**config.mk**
```make
export PLATFORM = sky130hd
export DESIGN_NAME = rr_arbiter4
export DESIGN_NICKNAME = d
export VERILOG_FILES = /design/src/rtl/arb_pkg.sv /design/src/rtl/rr_prio_enc.sv /design/src/rtl/rr_arbiter4.sv
export SDC_FILE = /design/constraint.sdc
export NUM_CORES = 1
export LEC_CHECK = 0
export BUFFER_PORTS_ARGS = -buffer_cell sky130_fd_sc_hd__clkbuf_2
export CAP_MARGIN = 10
export CORE_UTILIZATION = 30
export CTS_CLUSTER_SIZE = 10
export DETAILED_ROUTE_END_ITERATION = 8
export PLACE_DENSITY = 0.51
export SLEW_MARGIN = 10
export SYNTH_ARGS = -nofsm -noshare
export SYNTH_HDL_FRONTEND = slang
export SYNTH_HIERARCHICAL = 1
export SYNTH_SLANG_ARGS = --single-unit
export TNS_END_PERCENT = 30
```
**constraint.sdc**
```tcl
create_clock -name clk -period 3.1 [get_ports clk]
set_clock_uncertainty 0.15 [all_clocks]
set_input_delay 0.155 -clock clk [delete_from_list [all_inputs] [get_ports clk]]
set_output_delay 0.155 -clock clk [all_outputs]
set_load 0.05 [all_outputs]
```
**src/rtl/arb_pkg.sv**
```systemverilog
// Shared types and helpers for the 4-way round-robin arbiter.
package arb_pkg;

    localparam int NUM_REQ = 4;
    localparam int IDX_W   = 2;
    localparam int HOLD_W  = 8;

    typedef enum logic {
        IDLE  = 1'b0,
        GRANT = 1'b1
    } arb_state_t;

    function automatic logic [NUM_REQ-1:0] onehot(input logic [IDX_W-1:0] idx);
        logic [NUM_REQ-1:0] vec;
        vec      = '0;
        vec[idx] = 1'b1;
        return vec;
    endfunction

endpackage

```
**src/rtl/rr_prio_enc.sv**
```systemverilog
// Cyclic priority encoder: first requesting line at or after ptr, optionally
// skipping one excluded line.
module rr_prio_enc
    import arb_pkg::*;
(
    input  logic [NUM_REQ-1:0] req,
    input  logic [IDX_W-1:0]   ptr,
    input  logic               excl_en,
    input  logic [IDX_W-1:0]   excl_idx,
    output logic [IDX_W-1:0]   win_idx,
    output logic               win_valid
);

    logic [IDX_W-1:0] cand;

    always_comb begin
        win_idx   = '0;
        win_valid = 1'b0;
        cand      = '0;
        for (int k = 0; k < NUM_REQ; k++) begin
            // Index arithmetic wraps naturally at IDX_W bits (3 -> 0).
            cand = ptr + IDX_W'(k);
            if (!win_valid && req[cand] && !(excl_en && (cand == excl_idx))) begin
                win_idx   = cand;
                win_valid = 1'b1;
            end
        end
    end

endmodule

```
**src/rtl/rr_arbiter4.sv**
```systemverilog
// Locking round-robin arbiter for 4 requesters with registered one-hot grant.
// Define ARB_TIMEOUT_EN to force rotation after MAX_HOLD cycles under contention.
//
//   state | meaning
//   IDLE  | no grant outstanding, arbitrate from ptr
//   GRANT | gnt_idx owns the resource until it drops req (or times out)
module rr_arbiter4
    import arb_pkg::*;
#(
    parameter int MAX_HOLD = 8
) (
    input  logic               clk,
    input  logic               rst,
    input  logic [NUM_REQ-1:0] req,
    output logic [NUM_REQ-1:0] gnt,
    output logic [IDX_W-1:0]   gnt_idx,
    output logic               gnt_valid
);

    arb_state_t       state;
    logic [IDX_W-1:0] ptr;
    logic [IDX_W-1:0] next_ptr;
    logic [IDX_W-1:0] enc_ptr;
    logic [IDX_W-1:0] win_idx;
    logic             win_valid;
    logic             owner_req;
    logic             timeout;
    logic             handover;

    assign owner_req = req[gnt_idx];
    assign next_ptr  = gnt_idx + IDX_W'(1);

`ifdef ARB_TIMEOUT_EN
    logic [HOLD_W-1:0] hold_cnt;
    logic              others_pending;
    logic              hold_last;

    assign others_pending = |(req & ~gnt);
    assign hold_last      = (hold_cnt == HOLD_W'(MAX_HOLD - 1));
    assign timeout        = hold_last && owner_req && others_pending;
`else
    logic [HOLD_W-1:0] unused_max_hold;

    assign unused_max_hold = HOLD_W'(MAX_HOLD);
    assign timeout         = 1'b0;
`endif

    assign handover = !owner_req || timeout;

    // In GRANT the encoder already looks from owner+1 and skips the owner, so
    // release and forced rotation share one arbitration path.
    assign enc_ptr = (state == GRANT) ? next_ptr : ptr;

    rr_prio_enc u_prio_enc (
        .req       (req),
        .ptr       (enc_ptr),
        .excl_en   (state == GRANT),
        .excl_idx  (gnt_idx),
        .win_idx   (win_idx),
        .win_valid (win_valid)
    );

    always_ff @(posedge clk) begin
        if (rst) begin
            state     <= IDLE;
            ptr       <= '0;
            gnt       <= '0;
            gnt_idx   <= '0;
            gnt_valid <= 1'b0;
`ifdef ARB_TIMEOUT_EN
            hold_cnt  <= '0;
`endif
        end else begin
            case (state)
                IDLE: begin
                    if (win_valid) begin
                        state     <= GRANT;
                        gnt       <= onehot(win_idx);
                        gnt_idx   <= win_idx;
                        gnt_valid <= 1'b1;
`ifdef ARB_TIMEOUT_EN
                        hold_cnt  <= '0;
`endif
                    end
                end
                GRANT: begin
                    if (handover) begin
                        ptr <= next_ptr;
                        if (win_valid) begin
                            gnt       <= onehot(win_idx);
                            gnt_idx   <= win_idx;
                            gnt_valid <= 1'b1;
                        end else begin
                            state     <= IDLE;
                            gnt       <= '0;
                            gnt_idx   <= '0;
                            gnt_valid <= 1'b0;
                        end
`ifdef ARB_TIMEOUT_EN
                        hold_cnt <= '0;
`endif
                    end else begin
`ifdef ARB_TIMEOUT_EN
                        // Uncontended owner: restart the window rather than wrap.
                        hold_cnt <= hold_last ? '0 : hold_cnt + HOLD_W'(1);
`endif
                    end
                end
                default: begin
                    state     <= IDLE;
                    gnt       <= '0;
                    gnt_idx   <= '0;
                    gnt_valid <= 1'b0;
                end
            endcase
        end
    end

endmodule
```
==> impl_metrics.yaml, run 1 <==
synth:
  yosys.cell_count.top_type: "dfxtp_1"
  synthFlopType: "dfxtp_1"
  synth_area_leaders: "dfxtp_1 30%, a21oi_1 6.1%, mux2i_1 6.1%"
  synth_commonest_cells: "10 x dfxtp_1, 8 x a21oi_1, 7 x nand2_1"
  ys_types: 34
  synth-seq-cells: 10
  ys_seq_area_share_pct: 30.5
  syn-num-nets: 79
  synth_edf_count: 0
  yosysTopAreaCellShare_pct: 30.5
  synthesis.area_um2: 657
  netlist_instances: 73
  yosys_warnings: 6
  synth_top_cell_by_area: "dfxtp_1"
  synthArstFlopShare_pct: 0
  syn_area_per_cell_um2: 9.00
timing:
  rsz0062_at_grt: "no"
  period_needed_ns: 2.54
  finalMaxSlewViolations: 0
  fmax_mhz: 394
  tightestPinTransition_ns: 0.567
  max_slew_margin_pct: 62.2
  fin_tns_setup_ns: 0
  setup_viol: 0
  hold_viol: 0
  min_period_over_period_pct: 81.8
  hold_ws_ns: 0.0570
worst_setup_path:
  path_class: "reg2reg"
  crit_chain: "a21oi_1, or3b_2, o22ai_1, a211oi_1, buf_4, mux2i_1, nor2_1, a21oi_1, a21oi_1"
  cp_data_arrival_time_ns: 2.53
  end_kind: "flop"
  cpMostUsedCell: "a21oi_1"
  crit_fanout: 15
  critPathRequiredTime_ns: 3.10
  crit_path_max_incr_delay_ns: 0.68
  start_kind: "flop"
  cp_slowest_cell: "dfxtp_1"
route:
  viasPerCell: 5.07
  met2_length_um: 562
  m1WireLength_um: 747
  drt_iter0_drc: 12
  avgRoutedWirePerCell_um: 12.2
  vias: 583
  drc: 0
  highest_layer: "met4"
  met3_length_um: 69
  wl_um: 1400
  antenna_left: 0
  first_pass_iters: 4
layout:
  drive_gt1_share_pct: 30.7
  register_area_um2: 200
  multi_input_area_um2: 434
  fillers: 211
  num_antenna_cells: 0
  final_nets: 96
  fin_area_um2: 781
  syn_to_final_growth_pct: 18.9
placed_design:
  hpwl_um: 1080
  port-buffer-count: 12
  place.gp.congestion: 0.697
  dpl_cell_area_um2: 758
clock_network:
  clk_path_buf_depth: 2
  cts_buffers: 3
  cts_resized: 0
  htree_levels: 1
  clock_latency_ns: 0.26
  postCtsHoldBufs: 0
  cts_setup_buffers: 0
  clock_sinks: 10
  cts_tree: "built"
  root_buffer: "clkbuf_4"
  path_clk_slew_ns: 0.06
die:
  ios: 13
  row_count: 16
  core_region_area_um2: 2000
  initial_core_util_pct: 32.8
  die-width_um: 48.8
  die-area_um2: 2380
  fp.dieH_um: 48.8
grt:
  grt_pass1_vias: 491
  grt_pass1_wl_um: 2290
  grt.total_usage_pct: 13.0
  antenna_found_initial: 0
  overflow: 0
  grt_max_degree: 16
flow_run:
  max_cap_violations: 0
power_and_ir_drop:
  p_per_area_nw_per_um2: 607
  total_leakage_power_nw: 0.332
  vdd_drop_max_v: 0.000280
  fin_total_pwr_mw: 0.474
min_path:
  hold_class: "in2reg"
run_status:
  status: "finished clean"
[critical path: cells and delay by family (launching register included)]
family                 cells  cell delay (ns)
AO/OA/AOI/OAI              5             0.72
flip-flops                 1             0.68
AND/OR/NAND/NOR            2             0.58
buffers and inverters      1             0.16
multiplexers               1             0.15
[cells in the final DEF, fill, tap and decap left out, types with 2 or more instances in the layout]
cell type	synthesis	routed
a21oi_1	8	8
a22o_1	4	4
buf_4	0	2
clkbuf_2	0	12
clkbuf_4	0	3
dfxtp_1	10	10
inv_1	4	4
mux2i_1	4	4
nand2_1	7	7
nand3b_1	2	2
nor2_1	4	4
nor2b_1	2	2
o2bb2ai_1	2	2
or2_2	2	2
[kinds of logic (layout without fill, tap and decap cells)]
| logic type | count (synthesis) | count (layout) | synth area share (%) |
|---|---|---|---|
| multiplexers | 5 | 5 | 9.52 |
| flip-flops | 10 | 10 | 30.5 |
| XOR/XNOR | 1 | 1 | 1.33 |
| buffers and inverters | 6 | 21 | 3.43 |
| AND/OR/NAND/NOR | 26 | 26 | 24.2 |
| AO/OA/AOI/OAI | 25 | 25 | 31.0 |
[worst paths after layout]
check,cells past startpoint,start,slack (ns),end
worst max-delay path,9,state$_SDFF_PP0_,0.56,gnt_idx[0]$_SDFFE_PP0P_
worst min-delay path,2,rst,0.06,ptr[0]$_SDFFE_PP0P_
worst max register to register,9,state$_SDFF_PP0_,0.56,gnt_idx[0]$_SDFFE_PP0P_
worst min register to register,2,ptr[0]$_SDFFE_PP0P_,0.32,ptr[0]$_SDFFE_PP0P_
[power by group]
group / internal [mW] / leakage, nW / total, mW / switching, mW
logic: 0.0827 / 0.236 / 0.218 / 0.135
clock network: 0.0446 / 0.0138 / 0.0841 / 0.0395
registers: 0.149 / 0.0826 / 0.172 / 0.0233
[layer usage]
layer,global-route usage (%),vias up
met5,0,-
met4,5.88,0
met3,5.92,5
met2,16.9,12
met1,18.0,259
li1,-,307
[metrics by stage]
| step | setup WS [ns] | utilization (%) | instances |
|---|---|---|---|
| after global routing | 0.420 | 39.0 | 115 |
| after floorplan | 0.439 | - | 73 |
| after global placement | 0.533 | 37.9 | 112 |
| after CTS | 0.567 | 39.0 | 115 |
| after detailed placement | 0.591 | 37.9 | 112 |
| final | 0.564 | 39.0 | 115 |
[sequential cells by signal, indices dropped and copies added, names as in the netlist]
signal	count
gnt	4
gnt_idx	2
ptr	2
gnt_valid	1
state	1
[final cells by class]
type / count / share of cell area, %
multi-input cells: 57 / 55.6
repair buffers: 14 / 9.62
clock buffers: 3 / 2.88
inverters: 4 / 1.92
flip-flops and latches: 10 / 25.6
well taps: 27 / 4.33
No activity file was read; power rests on OpenSTA's default activity.
==> inputs of run 2 (changes only) <==
--- a/config.mk
+++ b/config.mk
@@ -10,7 +10,7 @@
 export CORE_UTILIZATION = 30
 export CTS_CLUSTER_SIZE = 10
 export DETAILED_ROUTE_END_ITERATION = 8
-export PLACE_DENSITY = 0.51
+export PLACE_DENSITY = 0.52
 export SLEW_MARGIN = 10
 export SYNTH_ARGS = -nofsm -noshare
 export SYNTH_HDL_FRONTEND = slang
==> constraint.sdc (replaced) <==
create_clock -name clk -period 2.1 [get_ports clk]
set_clock_uncertainty 0.15 [all_clocks]
set_input_delay 0.105 -clock clk [delete_from_list [all_inputs] [get_ports clk]]
set_output_delay 0.105 -clock clk [all_outputs]
set_load 0.05 [all_outputs]
==> impl_metrics.yaml, run 2 (synthesized netlist as in run 1, its figures left out) <==
die:
  initial_core_util_pct: 32.8
  row_count: 16
  ios: 13
  core_region_area_um2: 2000
  fp.dieH_um: 48.8
  die-width_um: 48.8
  die-area_um2: 2380
placed_design:
  dpl_cell_area_um2: 850
  hpwl_um: 1240
  place.gp.congestion: 0.747
  pre_cts_ws_ns: 0.0501
  port-buffer-count: 12
timing:
  setup_viol: 0
  min_period_over_period_pct: 98.2
  fin_tns_setup_ns: 0
  setup_slack_ns: 0.0382
  period_needed_ns: 2.06
  finalMaxSlewViolations: 0
  rsz0062_at_grt: "yes"
  hold_viol: 0
  fmax_mhz: 485
  tightestPinTransition_ns: 0.320
  max_slew_margin_pct: 78.6
flow_run:
  max_cap_violations: 0
worst_setup_path:
  cp_data_arrival_time_ns: 2.13
  crit_fanout: 8
  crit_path_max_incr_delay_ns: 0.41
  critPathRequiredTime_ns: 2.17
  end_kind: "flop"
  path_class: "reg2reg"
  crit_chain: "mux2i_1, buf_4, or3b_4, o2bb2ai_2, a311oi_4, a2111oi_4, a22o_1"
  start_kind: "flop"
  cp_slowest_cell: "dfxtp_4"
clock_network:
  cts_tree: "built"
  clk_path_buf_depth: 2
  clock_latency_ns: 0.27
  clock_sinks: 10
  path_clk_slew_ns: 0.07
  htree_levels: 1
  root_buffer: "clkbuf_4"
  cts_buffers: 3
grt:
  grt_pass1_vias: 602
  antenna_found_initial: 0
  grt_pass1_wl_um: 2660
  overflow: 0
  grt.total_usage_pct: 14.8
  grt_max_degree: 12
route:
  avgRoutedWirePerCell_um: 13.3
  wl_um: 1640
  drc: 0
  vias: 663
  viasPerCell: 5.35
  first_pass_iters: 4
  antenna_left: 0
  drt_iter0_drc: 12
layout:
  final_util_pct: 45.5
  fin_area_um2: 911
  top_register: "gnt"
  largest_reg_flops: 4
  num_antenna_cells: 0
  syn_to_final_growth_pct: 38.7
  final_nets: 105
  final_common_cell: "clkbuf_2"
  mostFrequentLayoutCells: "12 x clkbuf_2, 10 x buf_4, 7 x nand2_1, 7 x a21oi_1, 7 x dfxtp_1"
  drive_gt1_share_pct: 46.4
  reg_top3: "gnt: 4 flops, gnt_idx: 2 flops, ptr: 2 flops"
run_status:
  status: "finished clean"
power_and_ir_drop:
  p_per_area_nw_per_um2: 870
  vdd_drop_max_v: 0.000509
  total_leakage_power_nw: 0.388
  fin_total_pwr_mw: 0.793
min_path:
  hold_class: "in2reg"
[run 2: cell types whose count changed in the layout (fill, tap and decap cells not counted), sizes merged]
cell / before / now
buf: 2 / 10
dlygate4sd3: 0 / 1
[run 2: path summary, 6_finish.rpt]
check	start	end	slack, ns	depth (start not counted)
hold / removal	req[2]	gnt_idx[0]$_SDFFE_PP0P_	0.13	4
setup / recovery	gnt_idx[0]$_SDFFE_PP0P_	gnt[1]$_SDFFE_PP0P_	0.04	7
hold reg to reg	ptr[1]$_SDFFE_PP0P_	ptr[1]$_SDFFE_PP0P_	0.31	2
setup reg to reg	gnt_idx[0]$_SDFFE_PP0P_	gnt[1]$_SDFFE_PP0P_	0.04	7
[run 2: stage by stage]
stage	instances	hold WS (ns)
after floorplan	73	0.0144
after global placement	119	0.269
after detailed placement	119	0.271
after CTS	123	0.127
after global routing	124	0.159
final	124	0.126
[run 2: final cells by class]
cell class              instances  area, µm²
well taps                      27       33.8
flip-flops and latches         10        209
multi-input cells              57        485
inverters                       4       15.0
fillers                       203       1090
clock buffers                   3       22.5
repair buffers                 23        145
[run 2: power by group]
| part | switching (mW) | internal (mW) |
|---|---|---|
| combinational | 0.224 | 0.172 |
| clock | 0.0693 | 0.0665 |
| sequential | 0.0371 | 0.223 |
[run 2: worst max-delay path: cells and delay by family, from the launching register on]
| family | cells | cell delay, ns |
|---|---|---|
| buffers and inverters | 1 | 0.16 |
| AO/OA/AOI/OAI | 4 | 0.78 |
| AND/OR/NAND/NOR | 1 | 0.40 |
| multiplexers | 1 | 0.11 |
| flip-flops | 1 | 0.41 |
[run 2: what timing repair did]
action                     in CTS  in global routing
setup buffers                   0                  1
setup endpoints to repair       0                  6
gates resized for setup         0                  4
hold buffers                    1                  0
hold endpoints to repair        4                  0
[run 2: metal layers]
layer | track usage, % | wire [µm]
met1 | 17.8 | 764
met3 | 4.98 | 62
met4 | 7.84 | 34
met5 | 0 | 0
met2 | 23.4 | 782
